==> src/rtl/bg_scroll_ctrl_if.sv <==
// rtl/bg_scroll_ctrl_if.sv - raster-in / ROM-address-out signal bundle for bg_scroll_ctrl
interface bg_scroll_ctrl_if #(
    parameter int ADDR_W = 19,
    parameter int OFF_W  = 7
);
    logic [9:0]        DrawX;
    logic [9:0]        DrawY;
    logic              blank;
    logic [9:0]        p1_x;
    logic [9:0]        p2_x;
    logic              scroll_en;
    logic [ADDR_W-1:0] rom_address;
    logic              addr_valid;
    logic [OFF_W-1:0]  scroll_x;
    logic              frame_done;

    modport master (
        output DrawX, DrawY, blank, p1_x, p2_x, scroll_en,
        input  rom_address, addr_valid, scroll_x, frame_done
    );

    modport slave (
        input  DrawX, DrawY, blank, p1_x, p2_x, scroll_en,
        output rom_address, addr_valid, scroll_x, frame_done
    );
endinterface

==> src/rtl/bg_scroll_ctrl.sv <==
// rtl/bg_scroll_ctrl.sv - background ROM address sequencer with vblank-only camera scroll
module bg_scroll_ctrl #(
    parameter int IMG_W   = 712,
    parameter int SCR_W   = 640,
    parameter int SCR_H   = 480,
    parameter int H_TOTAL = 800,
    parameter int V_TOTAL = 525,
    parameter int STEP    = 4,
    parameter int ADDR_W  = 19,
    parameter int OFF_W   = 7
) (
    input  logic           vga_clk,
    input  logic           reset_n,
    bg_scroll_ctrl_if.slave bus
);

    localparam logic [9:0]        X_LAST    = 10'(H_TOTAL - 1);
    localparam logic [9:0]        Y_LAST    = 10'(V_TOTAL - 1);
    localparam logic [9:0]        Y_VBS     = 10'(SCR_H);
    localparam logic [9:0]        Y_ROW_END = 10'(SCR_H - 1);
    localparam logic [9:0]        P_MAX     = 10'(IMG_W - 1);
    localparam logic [9:0]        HALF      = 10'(SCR_W / 2);
    localparam logic [9:0]        OFF_MAX10 = 10'(IMG_W - SCR_W);
    localparam logic [OFF_W-1:0]  OFF_MAX   = OFF_W'(IMG_W - SCR_W);
    localparam logic [OFF_W-1:0]  STEP_V    = OFF_W'(STEP);
    localparam logic [ADDR_W-1:0] PITCH     = ADDR_W'(IMG_W);

    typedef enum logic [2:0] {S_SYNC, S_RUN, S_CALC, S_MOVE, S_WAIT} state_t;

    state_t            state_q, state_d;
    logic [ADDR_W-1:0] row_base_q, row_base_d;
    logic [9:0]        p1_q, p1_d, p2_q, p2_d;
    logic [OFF_W-1:0]  target_q, target_d;
    logic [OFF_W-1:0]  scroll_q, scroll_d;
    logic [ADDR_W-1:0] addr_q, addr_d;
    logic              valid_q, valid_d;
    logic              done_q, done_d;

    logic              eof, vbs;
    logic [10:0]       sum;
    logic [9:0]        mid, t;
    logic [OFF_W-1:0]  diff, delta;

    assign eof = (bus.DrawX == X_LAST) && (bus.DrawY == Y_LAST);
    assign vbs = (bus.DrawX == 10'd0) && (bus.DrawY == Y_VBS);

    // Camera target: fighters' midpoint centred on screen, clamped into the image
    assign sum   = {1'b0, p1_q} + {1'b0, p2_q};
    assign mid   = 10'(sum >> 1);
    assign t     = (mid < HALF) ? 10'd0 : mid - HALF;
    assign diff  = (target_q > scroll_q) ? target_q - scroll_q : scroll_q - target_q;
    assign delta = (diff > STEP_V) ? STEP_V : diff;

    always_comb begin
        state_d    = state_q;
        row_base_d = row_base_q;
        p1_d       = p1_q;
        p2_d       = p2_q;
        target_d   = target_q;
        scroll_d   = scroll_q;
        done_d     = 1'b0;

        case (state_q)
            S_SYNC: begin
                if (eof) begin
                    row_base_d = '0;
                    state_d    = S_RUN;
                end
            end
            S_RUN: begin
                if (vbs) begin
                    p1_d    = (bus.p1_x > P_MAX) ? P_MAX : bus.p1_x;
                    p2_d    = (bus.p2_x > P_MAX) ? P_MAX : bus.p2_x;
                    state_d = S_CALC;
                end
            end
            S_CALC: begin
                target_d = (t > OFF_MAX10) ? OFF_MAX : t[OFF_W-1:0];
                state_d  = S_MOVE;
            end
            S_MOVE: begin
                done_d = 1'b1;
                if (bus.scroll_en) begin
                    scroll_d = (target_q > scroll_q) ? scroll_q + delta : scroll_q - delta;
                end
                state_d = S_WAIT;
            end
            S_WAIT: begin
                if (eof) state_d = S_RUN;
            end
            default: state_d = S_SYNC;
        endcase

        // Row base tracks y*IMG_W incrementally; it parks on the last visible row through vblank
        if (state_q != S_SYNC && bus.DrawX == X_LAST) begin
            if (bus.DrawY == Y_LAST)
                row_base_d = '0;
            else if (bus.DrawY < Y_ROW_END)
                row_base_d = row_base_q + PITCH;
        end
    end

    assign addr_d  = row_base_q + ADDR_W'(scroll_q) + ADDR_W'(bus.DrawX);
    assign valid_d = bus.blank && (state_q != S_SYNC);

    always_ff @(posedge vga_clk or negedge reset_n) begin
        if (!reset_n) begin
            state_q    <= S_SYNC;
            row_base_q <= '0;
            p1_q       <= '0;
            p2_q       <= '0;
            target_q   <= '0;
            scroll_q   <= '0;
            addr_q     <= '0;
            valid_q    <= 1'b0;
            done_q     <= 1'b0;
        end else begin
            state_q    <= state_d;
            row_base_q <= row_base_d;
            p1_q       <= p1_d;
            p2_q       <= p2_d;
            target_q   <= target_d;
            scroll_q   <= scroll_d;
            addr_q     <= addr_d;
            valid_q    <= valid_d;
            done_q     <= done_d;
        end
    end

    assign bus.rom_address = addr_q;
    assign bus.addr_valid  = valid_q;
    assign bus.scroll_x    = scroll_q;
    assign bus.frame_done  = done_q;

endmodule

==> src/flat_wrapper.sv <==
// flat-port wrapper written by rule: the top's interface ports become plain ports
module bg_scroll_ctrl_flat 
#(
    parameter int IMG_W   = 712,
    parameter int SCR_W   = 640,
    parameter int SCR_H   = 480,
    parameter int H_TOTAL = 800,
    parameter int V_TOTAL = 525,
    parameter int STEP    = 4,
    parameter int ADDR_W  = 19,
    parameter int OFF_W   = 7
)
  (vga_clk, reset_n, bus_DrawX, bus_DrawY, bus_blank, bus_p1_x, bus_p2_x, bus_scroll_en, bus_rom_address, bus_addr_valid, bus_scroll_x, bus_frame_done);
  bg_scroll_ctrl_if #(.ADDR_W(ADDR_W), .OFF_W(OFF_W)) bus_i ();
  input  logic vga_clk;
  input  logic reset_n;
  input wire logic [$bits(bus_i.DrawX)-1:0] bus_DrawX;
  input wire logic [$bits(bus_i.DrawY)-1:0] bus_DrawY;
  input wire logic [$bits(bus_i.blank)-1:0] bus_blank;
  input wire logic [$bits(bus_i.p1_x)-1:0] bus_p1_x;
  input wire logic [$bits(bus_i.p2_x)-1:0] bus_p2_x;
  input wire logic [$bits(bus_i.scroll_en)-1:0] bus_scroll_en;
  output wire logic [$bits(bus_i.rom_address)-1:0] bus_rom_address;
  output wire logic [$bits(bus_i.addr_valid)-1:0] bus_addr_valid;
  output wire logic [$bits(bus_i.scroll_x)-1:0] bus_scroll_x;
  output wire logic [$bits(bus_i.frame_done)-1:0] bus_frame_done;
  assign bus_i.DrawX = bus_DrawX;
  assign bus_i.DrawY = bus_DrawY;
  assign bus_i.blank = bus_blank;
  assign bus_i.p1_x = bus_p1_x;
  assign bus_i.p2_x = bus_p2_x;
  assign bus_i.scroll_en = bus_scroll_en;
  assign bus_rom_address = bus_i.rom_address;
  assign bus_addr_valid = bus_i.addr_valid;
  assign bus_scroll_x = bus_i.scroll_x;
  assign bus_frame_done = bus_i.frame_done;
  bg_scroll_ctrl #(.IMG_W(IMG_W), .SCR_W(SCR_W), .SCR_H(SCR_H), .H_TOTAL(H_TOTAL), .V_TOTAL(V_TOTAL), .STEP(STEP), .ADDR_W(ADDR_W), .OFF_W(OFF_W)) u_core (.vga_clk(vga_clk), .reset_n(reset_n), .bus(bus_i));
endmodule
==> config.mk <==
export PLATFORM = sky130hd
export DESIGN_NAME = bg_scroll_ctrl_flat
export DESIGN_NICKNAME = d
export VERILOG_FILES = /design/src/rtl/bg_scroll_ctrl_if.sv /design/src/rtl/bg_scroll_ctrl.sv /design/src/flat_wrapper.sv
export SDC_FILE = /design/constraint.sdc
export NUM_CORES = 1
export LEC_CHECK = 0
export CAP_MARGIN = 20
export CORE_MARGIN = 10
export CORE_UTILIZATION = 50
export DETAILED_ROUTE_END_ITERATION = 8
export PLACE_DENSITY = 0.8
export SYNTH_ARGS = -nofsm -noshare
export SYNTH_HDL_FRONTEND = slang
export SYNTH_SLANG_ARGS = --single-unit
==> constraint.sdc <==
create_clock -name vga_clk -period 13.1 [get_ports vga_clk]
set_input_delay 2.62 -clock vga_clk [delete_from_list [all_inputs] [get_ports vga_clk]]
set_output_delay 2.62 -clock vga_clk [all_outputs]
set_load 0.005 [all_outputs]
==> metrics.md, run 1 <==
| Metric | Value |
|---|---|
| Data arrival time of the critical path | `around 6.0 ns` |
| Max Cap Violations | `0` |
| Share of synthesized flip-flops with an asynchronous set or reset | `1.000` |
| Endpoint kind of the worst setup timing path | `flop` |
| Pins Over Slew Limit | `0` |
| Final critical-path required period | `between 5 and 6 ns` |
| Number of nets in the synthesized netlist | `~700` |
| Worst hold-check path type | `reg2reg` |
| Total negative setup slack | `0 ns` |
| Routed via count | `around 4600` |
| Largest net degree at the start of global routing | `78` |
| Core region area | `10460 um^2` |
| Effective utilization at floorplan | `0.5183` |
| Number of diodes added for antenna fixing | `0` |
| Hold violation count in the final report | `0` |
| Number of enable-type register cells in the synthesized netlist | `0` |
| CTS Sinks | `between 70 and 80` |
| IO Port Bufs | `between 70 and 80` |
| Fmax | `~0.18 GHz` |
| Post-CTS Hold Buffers | `0` |
| Transition time at the pin with the least slew margin | `around 0.94 ns` |
| Row count | `37` |
| Vias in the first global route | `roughly 4600` |
| Worst-case vdd ir drop | `about 86 uV` |
| Maximum fanout encountered on the critical timing path | `13` |
| Post-DR vias/cell | `approximately 5.7` |
| Syn-to-layout area delta | `18.94%` |
| Share of cells above drive strength 1 | `0.05539` |
| Outcome | `finished, final reports clean` |
| Commonest register cell after synthesis | `sky130_fd_sc_hd__dfrtp_1` |
| Area of the multi-input gates | `~3300 um^2` |
| Fraction of the core area covered by cells at the end of the flow | `0.6165` |
| Final #Nets | `around 760` |
| Number of buffers inserted by post-CTS setup repair | `0` |
| Longest Clk Path Bufs | `2` |
| Clock transition at the registers of the reported paths | `0.09 ns` |
| Final estimated routing congestion in global placement | `about 0.86` |
| Pwr/cell area | `76.78 nW/um^2` |
| Endpoints failing setup | `0` |
| Number of buffers added by the clock tree synthesis step | `9` |
| Routed WL | `between 10000 and 15000 um` |
| Clk Latency, worst-skew pair | `around 0.36 ns` |
| Required time at the worst-slack endpoint | `~13 ns` |
| Per-instance average area after synthesis | `roughly 9 um^2` |
| Slew HR | `0.3739` |
| Total iterations of the first detailed-routing run | `5` |
| Detail-routed net length per standard cell | `roughly 16 um` |
| Register bit total from synthesis | `77` |
| Die footprint | `~15000 um^2` |
| Period utilization | `0.4355` |
| Total overflow reported by the global router | `0` |
| Combined flip-flop and latch cell area | `a little under 2000 um^2` |
| Cell count after synthesis | `about 600` |
| Initial antenna violation count | `0` |
| Detail Route Antenna Nets | `0` |
| Number of cells upsized or downsized after cts | `0` |
| Global routing usage summed across all routing layers | `0.1734` |
| TritonCTS clock tree | `built` |
| Crit start category | `flop` |
| Horizontal die dimension | `124.1 um` |
| Critical path start-end classification | `reg2reg` |
| Ports | `just over 70` |
| Total standard cell area after synthesis | `between 5000 and 6000 um^2` |
| Max H-tree Level | `3` |
| Buffer cell driving the clock tree root | `sky130_fd_sc_hd__clkbuf_8` |
| First-pass GRT wire length | `21930 um` |
| PnR Total Power | `a little under 0.0005 W` |
| Number of fillers in the final layout | `around 880` |
| HPWL reported at the end of detailed placement | `10170 um` |
| Fin Clk Skew | `around 0.011 ns` |
| RSZ-0062 raised after global routing | `false` |
| Post-synthesis cell type count | `between 70 and 80` |
| DRT iter0 DRCs | `302` |
| Chip height | `124.1 um` |
| Sequential area share after synthesis | `0.3553` |
| Count of synthesis-stage warnings from yosys | `0` |
| Total leakage power | `just under 3 nW` |
| Post-route DRC | `0` |
[final cells by class]
cell class                 count  area share
clock buffer                  10     0.01979
clock inverter                 6     0.01358
inverter                      36     0.02095
multi-input combinational    466      0.5079
sequential                    77      0.2987
tap                          136     0.02638
timing repair buffer          73      0.1127
[Yosys cell counts (all sizes together), types with 10 or more instances]
master,number,area (um^2)
a21o,14,105.1
a21oi,33,165.2
clkbuf,10,47.54
dfrtp,77,1927
fa,12,240.2
ha,44,550.5
inv,36,135.1
nand2,53,198.9
nand3,12,60.06
nor2,65,246.5
nor2b,13,83.83
nor3,22,110.1
o21ai,31,158.9
or3,10,67.56
xnor2,18,157.7
xor2,18,157.7
[sequential cells by signal, summed over array words and instances (netlist names)]
signal and flops:
u_core.bus.rom_address 19, u_core.row_base_q 19, u_core.p1_q 10, u_core.p2_q 10, u_core.bus.scroll_x 7, u_core.target_q 7
u_core.state_q 3, u_core.bus.addr_valid 1, u_core.bus.frame_done 1
[stage by stage]
step | instances | worst slack, ns | hold WS [ns] | instance area (um^2)
after global routing | 804 | 6.996 | 0.5089 | 6450
after detailed placement | 787 | 7.210 | 0.4680 | 6223
after global placement | 787 | 7.368 | 0.4588 | 6223
after floorplan | 595 | 8.070 | 0.4428 | 5423
after CTS | 803 | 7.364 | 0.4858 | 6439
final | 804 | 7.395 | 0.4786 | 6450
[worst max-delay path: stages, from the launching register on]
cell and delay [ns]:
sky130_fd_sc_hd__dfrtp_1 0.63, sky130_fd_sc_hd__inv_1 0.09, sky130_fd_sc_hd__ha_1 0.33, sky130_fd_sc_hd__nor2b_2 0.17, sky130_fd_sc_hd__o31a_2 0.33, sky130_fd_sc_hd__o211ai_4 0.39
sky130_fd_sc_hd__o2111ai_1 0.19, sky130_fd_sc_hd__a2bb2oi_1 0.18, sky130_fd_sc_hd__or2_1 0.30, sky130_fd_sc_hd__or3_1 0.37, sky130_fd_sc_hd__ha_1 0.30, sky130_fd_sc_hd__inv_1 0.04
sky130_fd_sc_hd__o32a_1 0.20, sky130_fd_sc_hd__fa_1 0.44, sky130_fd_sc_hd__a21o_1 0.19, sky130_fd_sc_hd__a21oi_1 0.21, sky130_fd_sc_hd__o21bai_1 0.09, sky130_fd_sc_hd__a21oi_1 0.30
sky130_fd_sc_hd__nor3_1 0.10, sky130_fd_sc_hd__a221o_1 0.36, sky130_fd_sc_hd__a211o_1 0.24, sky130_fd_sc_hd__xnor2_1 0.13
[power breakdown]
| group | total, W | switching (W) | internal (W) |
|---|---|---|---|
| sequential | 0.000243 | 0.00000178 | 0.000241 |
| clock | 0.000199 | 0.0000912 | 0.000107 |
| combinational | 0.0000535 | 0.0000246 | 0.0000288 |
[logic make-up (layout without fill, tap and decap cells)]
logic type	after synthesis	after routing	synth area share
XOR/XNOR	36	36	0.05814
multiplexers	5	5	0.009691
buffers and inverters	52	125	0.04061
flip-flops	77	77	0.3553
adder cells (fa/ha/maj)	56	56	0.1458
AO/OA/AOI/OAI	143	143	0.1825
AND/OR/NAND/NOR	226	226	0.2079
[final timing paths]
kind                       slack [ns]  depth (start not counted)                   endpoint                    from
max reg2reg                      7.40                         21     u_core.bus.scroll_x[6]  u_core.bus.scroll_x[1]
max in group asynchronous       10.09                          1  u_core.bus.rom_address[7]                 reset_n
min in group asynchronous        2.39                          1             u_core.p1_q[8]                 reset_n
max                              7.40                         21     u_core.bus.scroll_x[6]  u_core.bus.scroll_x[1]
min                              0.48                          2             u_core.p2_q[9]          u_core.p2_q[9]
min reg2reg                      0.48                          2             u_core.p2_q[9]          u_core.p2_q[9]
[per-layer routing]
metal | wire (um) | track usage
met2 | 6466 | 0.2961
met4 | 184 | 0.04892
met5 | 0 | 0
met3 | 596 | 0.03258
met1 | 5659 | 0.2187
[cells in the final DEF (no fill, tap or decap), types with 3 or more instances in the layout]
cell type / n
sky130_fd_sc_hd__nand3b_1: 5
sky130_fd_sc_hd__o21ai_0: 29
sky130_fd_sc_hd__nor2_1: 64
sky130_fd_sc_hd__or3_1: 9
sky130_fd_sc_hd__a21oi_1: 33
sky130_fd_sc_hd__ha_1: 44
sky130_fd_sc_hd__o21bai_1: 3
sky130_fd_sc_hd__o31ai_1: 4
sky130_fd_sc_hd__o21a_1: 9
sky130_fd_sc_hd__nand2_1: 53
sky130_fd_sc_hd__nand4_1: 3
sky130_fd_sc_hd__nand2b_1: 9
sky130_fd_sc_hd__nor4_1: 8
sky130_fd_sc_hd__o311a_1: 3
sky130_fd_sc_hd__nor3b_1: 3
sky130_fd_sc_hd__dfrtp_1: 77
sky130_fd_sc_hd__clkdlybuf4s50_1: 70
sky130_fd_sc_hd__a31oi_1: 6
sky130_fd_sc_hd__nor3_1: 22
sky130_fd_sc_hd__a211oi_1: 8
sky130_fd_sc_hd__clkbuf_8: 9
sky130_fd_sc_hd__a21o_1: 14
sky130_fd_sc_hd__a22o_1: 5
sky130_fd_sc_hd__or2_1: 3
sky130_fd_sc_hd__xor2_1: 18
sky130_fd_sc_hd__xnor2_1: 18
sky130_fd_sc_hd__mux2i_1: 3
sky130_fd_sc_hd__and2_1: 3
sky130_fd_sc_hd__fa_1: 12
sky130_fd_sc_hd__nor2b_1: 12
sky130_fd_sc_hd__nand3_1: 12
sky130_fd_sc_hd__or2_2: 3
sky130_fd_sc_hd__inv_1: 36
sky130_fd_sc_hd__a31o_2: 3
sky130_fd_sc_hd__o22ai_1: 4
Power figures use the tool's default switching activity.
==> run 2: changes to the inputs <==
- PLACE_DENSITY: 0.8 -> 0.82
- clock period: 13.1 -> 4.78 ns (I/O delays scaled with it)
==> metrics.md, run 2 (same netlist as run 1, synthesis figures left out) <==
| Metric | Value |
|---|---|
| Data arrival time of the critical path | `5.08 ns (was 5.96 ns)` |
| Detail Route Antenna Nets | `0 (unchanged)` |
| Hold-critical path depth | `2 (unchanged)` |
| Most common library cell in the layout ignoring fill and taps | `sky130_fd_sc_hd__dfrtp_1 (unchanged)` |
| Hold violation count in the final report | `0 (unchanged)` |
| Clk Latency, worst-skew pair | `0.35 ns (was 0.36 ns)` |
| End of the worst hold path | `u_core.p2_q[8] (was u_core.p2_q[9])` |
| Violated checks | `setup timing` |
| Combined flip-flop and latch cell area | `1929 um^2 (was 1927 um^2)` |
| Endpoint of the lowest-slack register-to-register path | `u_core.bus.scroll_x[6] (unchanged)` |
| Outcome | `finished, violations left (was finished, final reports clean)` |
| Area of the multi-input gates | `3316 um^2 (was 3276 um^2)` |
| Core region area | `10460 um^2 (unchanged)` |
| Post-CTS Hold Buffers | `0 (unchanged)` |
| Endpoint kind of the worst setup timing path | `flop (unchanged)` |
| R2R Setup Slk | `-0.07 ns (was 7.40 ns)` |
| Maximum fanout encountered on the critical timing path | `4 (was 13)` |
| Post-DR vias/cell | `5.651 (was 5.677)` |
| Final estimated routing congestion in global placement | `0.9340 (was 0.8628)` |
| TritonCTS clock tree | `built (unchanged)` |
| Total overflow reported by the global router | `0 (unchanged)` |
| Final #Nets | `788 (was 763)` |
| Fmax | `0.2060 GHz (was 0.1753 GHz)` |
| Pwr/cell area | `207.8 nW/um^2 (was 76.78 nW/um^2)` |
| Period utilization | `1.015 (was 0.4355)` |
| HPWL reported at the end of detailed placement | `10610 um (was 10170 um)` |
| Crit start category | `flop (unchanged)` |
| Number of fillers in the final layout | `895 (was 882)` |
| Largest net degree at the start of global routing | `78 (unchanged)` |
| R2R depth | `23 (was 21)` |
| Total iterations of the first detailed-routing run | `5 (unchanged)` |
| DRT iter0 DRCs | `334 (was 302)` |
| Transition time at the pin with the least slew margin | `0.9531 ns (was 0.9391 ns)` |
| Horizontal die dimension | `124.1 um (unchanged)` |
| Hold path startpoint | `u_core.p2_q[8] (was u_core.p2_q[9])` |
| Post-route DRC | `0 (unchanged)` |
| Buffer cell driving the clock tree root | `sky130_fd_sc_hd__clkbuf_8 (unchanged)` |
| Routed WL | `13660 um (was 12910 um)` |
| PnR Total Power | `0.001389 W (was 0.0004952 W)` |
| Effective utilization at floorplan | `0.5183 (unchanged)` |
| Row count | `37 (unchanged)` |
| Ports | `72 (unchanged)` |
| CTS Sinks | `77 (unchanged)` |
| Detail-routed net length per standard cell | `16.48 um (was 16.05 um)` |
| Total leakage power | `3.066 nW (was 2.949 nW)` |
| Critical path start-end classification | `reg2reg (unchanged)` |
| Leading cell types in the layout, fill and taps excluded | `sky130_fd_sc_hd__dfrtp_1 (75), sky130_fd_sc_hd__clkdlybuf4s50_1 (70), sky130_fd_sc_hd__nor2_1 (63), sky130_fd_sc_hd__nand2_1 (53), sky130_fd_sc_hd__ha_1 (43) (was sky130_fd_sc_hd__dfrtp_1 (77), sky130_fd_sc_hd__clkdlybuf4s50_1 (70), sky130_fd_sc_hd__nor2_1 (64), sky130_fd_sc_hd__nand2_1 (53), sky130_fd_sc_hd__ha_1 (44))` |
| Worst-case vdd ir drop | `140.1 uV (was 86.02 uV)` |
| First-pass GRT wire length | `22100 um (was 21930 um)` |
| Max Cap Violations | `0 (unchanged)` |
| Endpoints failing setup | `1 (was 0)` |
| Slew HR | `0.3646 (was 0.3739)` |
| Required time at the worst-slack endpoint | `5.01 ns (was 13.35 ns)` |
| Max H-tree Level | `3 (unchanged)` |
| Smallest hold slack | `0.4774 ns (was 0.4786 ns)` |
| Reg-to-Reg Start | `u_core.bus.scroll_x[0] (was u_core.bus.scroll_x[1])` |
| Initial antenna violation count | `0 (unchanged)` |
| Die footprint | `15410 um^2 (unchanged)` |
| Pins Over Slew Limit | `0 (unchanged)` |
| Routed via count | `4685 (was 4564)` |
| Number of buffers added by the clock tree synthesis step | `9 (unchanged)` |
| Fin Clk Skew | `0.01924 ns (was 0.01091 ns)` |
| Final worst-path setup slack | `-0.07347 ns (was 7.395 ns)` |
| Syn-to-layout area delta | `23.23% (was 18.94%)` |
| Worst hold-check path type | `reg2reg (unchanged)` |
| Global routing usage summed across all routing layers | `0.1755 (was 0.1734)` |
| Final critical-path required period | `4.853 ns (was 5.705 ns)` |
| IO Port Bufs | `71 (unchanged)` |
| Number of diodes added for antenna fixing | `0 (unchanged)` |
| RSZ-0062 raised after global routing | `true (was false)` |
| Vias in the first global route | `4701 (was 4629)` |
| Chip height | `124.1 um (unchanged)` |
| Clock transition at the registers of the reported paths | `0.09 ns (about the same)` |
| Share of cells above drive strength 1 | `0.1068 (was 0.05539)` |
| Longest Clk Path Bufs | `2 (unchanged)` |
-- run 2: changes by cell type in the layout (fill, tap and decap cells not counted), sizes merged --
cell	previous run	this run
buf	3	28
clkinvlp	0	1
inv	36	38
clkinv	4	1
-- run 2: power by group --
part	total, W	switching (W)	internal (W)
registers	0.000666	0.00000433	0.000662
clock network	0.000564	0.000264	0.000299
logic	0.000159	0.0000725	0.0000867
total	0.00139	0.000341	0.00105
-- run 2: area by class of cell --
| type | instances | share of cell area |
|---|---|---|
| Multi-Input combinational cell | 466 | 0.4962 |
| Sequential cell | 77 | 0.2887 |
| Timing Repair Buffer | 98 | 0.1363 |
| Tap cell | 136 | 0.02546 |
| Inverter | 36 | 0.02022 |
| Clock buffer | 10 | 0.01910 |
| Clock inverter | 6 | 0.01404 |
-- run 2: how the worst max path moves through the flow --
stage	cells after the start	end	startpoint
4_1_cts	23	u_core.bus.scroll_x[6]	u_core.bus.scroll_x[0]
2_1_floorplan	21	u_core.bus.scroll_x[6]	u_core.bus.scroll_x[1]
5_1_grt	27	u_core.bus.scroll_x[6]	u_core.bus.scroll_x[0]
3_3_place_gp	23	u_core.bus.scroll_x[6]	u_core.bus.scroll_x[0]
3_5_place_dp	23	u_core.bus.scroll_x[6]	u_core.bus.scroll_x[0]
6_report	23	u_core.bus.scroll_x[6]	u_core.bus.scroll_x[0]
-- run 2: repair_timing --
item / CTS / global route
gates cloned: 0 / 0
gates resized for setup: 4 / 2
pin swaps: 10 / 1
endpoints found under the setup margin: 1 / 1
buffers inserted: 8 / 0
-- run 2: metrics by stage --
| step | cell area, um^2 | setup TNS [ns] | util | worst slack (ns) | cells |
|---|---|---|---|---|---|
| floorplan | 5440 | 0 | - | 0.03234 | 595 |
| global route | 6683 | -0.3690 | 0.6387 | -0.3690 | 829 |
| CTS | 6673 | 0 | 0.6378 | 0.008584 | 829 |
| global placement | 6376 | 0 | 0.6094 | 0.009281 | 805 |
| finish | 6683 | -0.07347 | 0.6387 | -0.07347 | 829 |
| detailed placement | 6376 | -0.1577 | 0.6094 | -0.1577 | 805 |
-- run 2: routing by layer --
metal  vias up  GRT usage  wire, um
met5         -          0         0
met4         0    0.05396       149
met3        14    0.02670       481
met2        86     0.3073      7011
met1      2286     0.2172      6016
li1       2299          -         -
-- run 2: critical path, stage by stage (launching register included) --
cell and delay [ns]:
sky130_fd_sc_hd__dfrtp_1 0.41, sky130_fd_sc_hd__inv_2 0.07, sky130_fd_sc_hd__ha_2 0.18, sky130_fd_sc_hd__inv_1 0.06
sky130_fd_sc_hd__fa_2 0.43, sky130_fd_sc_hd__a211oi_4 0.23, sky130_fd_sc_hd__o21bai_1 0.10, sky130_fd_sc_hd__a21oi_1 0.13
sky130_fd_sc_hd__mux2i_1 0.10, sky130_fd_sc_hd__xor2_1 0.16, sky130_fd_sc_hd__or2_1 0.26, sky130_fd_sc_hd__or3_4 0.34
sky130_fd_sc_hd__ha_1 0.25, sky130_fd_sc_hd__nor2_2 0.16, sky130_fd_sc_hd__xor2_1 0.17, sky130_fd_sc_hd__ha_1 0.29
sky130_fd_sc_hd__a21o_1 0.21, sky130_fd_sc_hd__a21oi_2 0.14, sky130_fd_sc_hd__o21bai_1 0.09, sky130_fd_sc_hd__a21oi_2 0.21
sky130_fd_sc_hd__nor3_2 0.07, sky130_fd_sc_hd__a221o_1 0.33, sky130_fd_sc_hd__a211o_1 0.24, sky130_fd_sc_hd__xnor2_1 0.12
==> run 3: changes to the inputs <==
- CAP_MARGIN: 20 -> 30
- CORE_ASPECT_RATIO: not set -> 0.7
==> metrics.md, run 3 (same netlist as run 1, synthesis figures left out) <==
| Metric | Value |
|---|---|
| Hold violation count in the final report | `0 (unchanged)` |
| Worst slack, placed | `-0.1669 ns (was -0.1577 ns)` |
| Pwr/cell area | `228.0 nW/um^2 (was 207.8 nW/um^2)` |
| TritonCTS clock tree | `built (unchanged)` |
| R2R Setup Slk | `-0.03 ns (was -0.07 ns)` |
| Required time at the worst-slack endpoint | `5.00 ns (was 5.01 ns)` |
| HPWL reported at the end of detailed placement | `10310 um (was 10610 um)` |
| Slew HR | `0.5107 (was 0.3646)` |
| Total iterations of the first detailed-routing run | `5 (unchanged)` |
| Post-Layout Cell Count | `826 (was 829)` |
| Syn-to-layout area delta | `25.77% (was 23.23%)` |
| Fin area | `6820 um^2 (was 6683 um^2)` |
| Period utilization | `1.006 (was 1.015)` |
| Maximum fanout encountered on the critical timing path | `3 (was 4)` |
| DRT iter0 DRCs | `397 (was 334)` |
| Row count | `31 (was 37)` |
| Number of diodes added for antenna fixing | `0 (unchanged)` |
| Number of buffers added by the clock tree synthesis step | `9 (unchanged)` |
| Worst hold-check path type | `in2async (was reg2reg)` |
| Final #Nets | `789 (was 788)` |
| Smallest hold slack | `0.4111 ns (was 0.4774 ns)` |
| Outcome | `finished, violations left (unchanged)` |
| Share of cells above drive strength 1 | `0.1153 (was 0.1068)` |
| Effective utilization at floorplan | `0.5178 (was 0.5183)` |
| Longest Clk Path Bufs | `2 (unchanged)` |
| Die footprint | `15480 um^2 (was 15410 um^2)` |
| Endpoints failing setup | `1 (unchanged)` |
| Crit start category | `flop (unchanged)` |
| Leading cell types in the layout, fill and taps excluded | `sky130_fd_sc_hd__dfrtp_1 (75), sky130_fd_sc_hd__clkdlybuf4s50_1 (70), sky130_fd_sc_hd__nor2_1 (64), sky130_fd_sc_hd__nand2_1 (52), sky130_fd_sc_hd__ha_1 (42) (was sky130_fd_sc_hd__dfrtp_1 (75), sky130_fd_sc_hd__clkdlybuf4s50_1 (70), sky130_fd_sc_hd__nor2_1 (63), sky130_fd_sc_hd__nand2_1 (53), sky130_fd_sc_hd__ha_1 (43))` |
| Reg-to-Reg Start | `u_core.bus.scroll_x[0] (unchanged)` |
| Fin Clk Skew | `0.008069 ns (was 0.01924 ns)` |
| Transition time at the pin with the least slew margin | `0.7273 ns (was 0.9531 ns)` |
| Critical path start-end classification | `reg2reg (unchanged)` |
| Buffer cell driving the clock tree root | `sky130_fd_sc_hd__clkbuf_16 (was sky130_fd_sc_hd__clkbuf_8)` |
| Global routing usage summed across all routing layers | `0.1737 (was 0.1755)` |
| Largest net degree at the start of global routing | `78 (unchanged)` |
| Detail-routed net length per standard cell | `16.19 um (was 16.48 um)` |
| Data arrival time of the critical path | `5.03 ns (was 5.08 ns)` |
| Clk Latency, worst-skew pair | `0.34 ns (was 0.35 ns)` |
| Combined flip-flop and latch cell area | `1929 um^2 (unchanged)` |
| Cell area after placement | `6364 um^2 (was 6376 um^2)` |
| Max H-tree Level | `3 (unchanged)` |
| IO Port Bufs | `71 (unchanged)` |
| CTS Sinks | `77 (unchanged)` |
| R2R depth | `23 (unchanged)` |
| Detail Route Antenna Nets | `0 (unchanged)` |
| Endpoint kind of the worst setup timing path | `flop (unchanged)` |
| Total leakage power | `3.127 nW (was 3.066 nW)` |
| Worst-case vdd ir drop | `193.6 uV (was 140.1 uV)` |
| Final worst-path setup slack | `-0.03042 ns (was -0.07347 ns)` |
| Pins Over Slew Limit | `0 (unchanged)` |
| Number of fillers in the final layout | `847 (was 895)` |
| Chip height | `107.1 um (was 124.1 um)` |
| Post-CTS Hold Buffers | `0 (unchanged)` |
| Final critical-path required period | `4.810 ns (was 4.853 ns)` |
| Max Cap Violations | `0 (unchanged)` |
| Most common library cell in the layout ignoring fill and taps | `sky130_fd_sc_hd__dfrtp_1 (unchanged)` |
| Endpoint of the lowest-slack register-to-register path | `u_core.bus.scroll_x[6] (unchanged)` |
| Initial antenna violation count | `0 (unchanged)` |
| Total overflow reported by the global router | `0 (unchanged)` |
| Placed cell count | `800 (was 805)` |
| Area of the multi-input gates | `3338 um^2 (was 3316 um^2)` |
| Clock transition at the registers of the reported paths | `0.07 ns (was 0.09 ns)` |
| Core region area | `10470 um^2 (was 10460 um^2)` |
| Post-DR vias/cell | `5.669 (was 5.651)` |
| Final estimated routing congestion in global placement | `0.8653 (was 0.9340)` |
| Post-route DRC | `0 (unchanged)` |
| Fmax | `0.2079 GHz (was 0.2060 GHz)` |
| Routed WL | `13370 um (was 13660 um)` |
| Vias in the first global route | `4536 (was 4701)` |
| Fraction of the core area covered by cells at the end of the flow | `0.6513 (was 0.6387)` |
| First-pass GRT wire length | `22200 um (was 22100 um)` |
| Routed via count | `4683 (was 4685)` |
| RSZ-0062 raised after global routing | `true (unchanged)` |
| Ports | `72 (unchanged)` |
| Violated checks | `setup timing (unchanged)` |
| Horizontal die dimension | `144.5 um (was 124.1 um)` |
run 3: metrics by stage:
| step | power (W) | TNS [ns] |
|---|---|---|
| finish | 0.001555 | -0.03042 |
| global route | 0.001607 | -0.2290 |
| CTS | 0.001558 | 0 |
| detailed placement | 0.0008325 | -0.1669 |
| global placement | 0.0008286 | -0.01522 |
| floorplan | 0.0007388 | 0 |
run 3: worst max-delay path, cell delays in order (launching register included):
cell                       delay [ns]
sky130_fd_sc_hd__dfrtp_1         0.41
sky130_fd_sc_hd__inv_2           0.08
sky130_fd_sc_hd__ha_2            0.18
sky130_fd_sc_hd__inv_1           0.06
sky130_fd_sc_hd__fa_2            0.37
sky130_fd_sc_hd__a211oi_2        0.26
sky130_fd_sc_hd__o21bai_1        0.08
sky130_fd_sc_hd__a21oi_1         0.15
sky130_fd_sc_hd__mux2i_1         0.11
sky130_fd_sc_hd__xor2_1          0.16
sky130_fd_sc_hd__or2_1           0.26
sky130_fd_sc_hd__or3_4           0.36
sky130_fd_sc_hd__ha_4            0.27
sky130_fd_sc_hd__inv_1           0.03
sky130_fd_sc_hd__o32a_1          0.19
sky130_fd_sc_hd__fa_2            0.37
sky130_fd_sc_hd__a21o_1          0.18
sky130_fd_sc_hd__a21oi_2         0.15
sky130_fd_sc_hd__o21bai_1        0.10
sky130_fd_sc_hd__a21oi_2         0.19
sky130_fd_sc_hd__nor3_2          0.07
sky130_fd_sc_hd__a221o_1         0.32
sky130_fd_sc_hd__a211o_1         0.24
sky130_fd_sc_hd__xnor2_1         0.12
run 3: worst max path at each step:
stage                                start                     end  slack [ns]  depth (start not counted)
floorplan           u_core.bus.scroll_x[1]  u_core.bus.scroll_x[6]        0.03                         21
global placement    u_core.bus.scroll_x[0]  u_core.bus.scroll_x[6]       -0.02                         23
detailed placement  u_core.bus.scroll_x[0]  u_core.bus.scroll_x[6]       -0.17                         23
CTS                 u_core.bus.scroll_x[0]  u_core.bus.scroll_x[6]       0.003                         23
global route        u_core.bus.scroll_x[0]  u_core.bus.scroll_x[6]       -0.23                         23
finish              u_core.bus.scroll_x[0]  u_core.bus.scroll_x[6]       -0.03                         23
run 3: per-layer routing:
| metal | GRT usage | wire length (um) | share of wire |
|---|---|---|---|
| met5 | 0 | 0 | 0 |
| met4 | 0.04892 | 136 | 0.010 |
| met3 | 0.04012 | 829 | 0.062 |
| met2 | 0.2628 | 5999 | 0.45 |
| met1 | 0.2428 | 6408 | 0.48 |
run 3: layout make-up:
cell class,count,share of cell area
Timing Repair Buffer,99,0.1376
Multi-Input combinational cell,466,0.4895
Clock buffer,10,0.03504
Tap cell,132,0.02422
Clock inverter,6,0.01101
Sequential cell,77,0.2829
Inverter,36,0.01981
run 3: what timing repair did:
action,4_1_cts,5_1_grt
endpoints found under the setup margin,1,1
pin swaps,11,4
buffers inserted,9,0
endpoints found under the hold margin,0,0
resized for setup,6,3
run 3: power by group:
part	switching [W]	leakage (nW)	internal [W]
registers	0.00000410	1.03	0.000662
clock network	0.000299	0.152	0.000428
logic	0.0000717	1.95	0.0000903
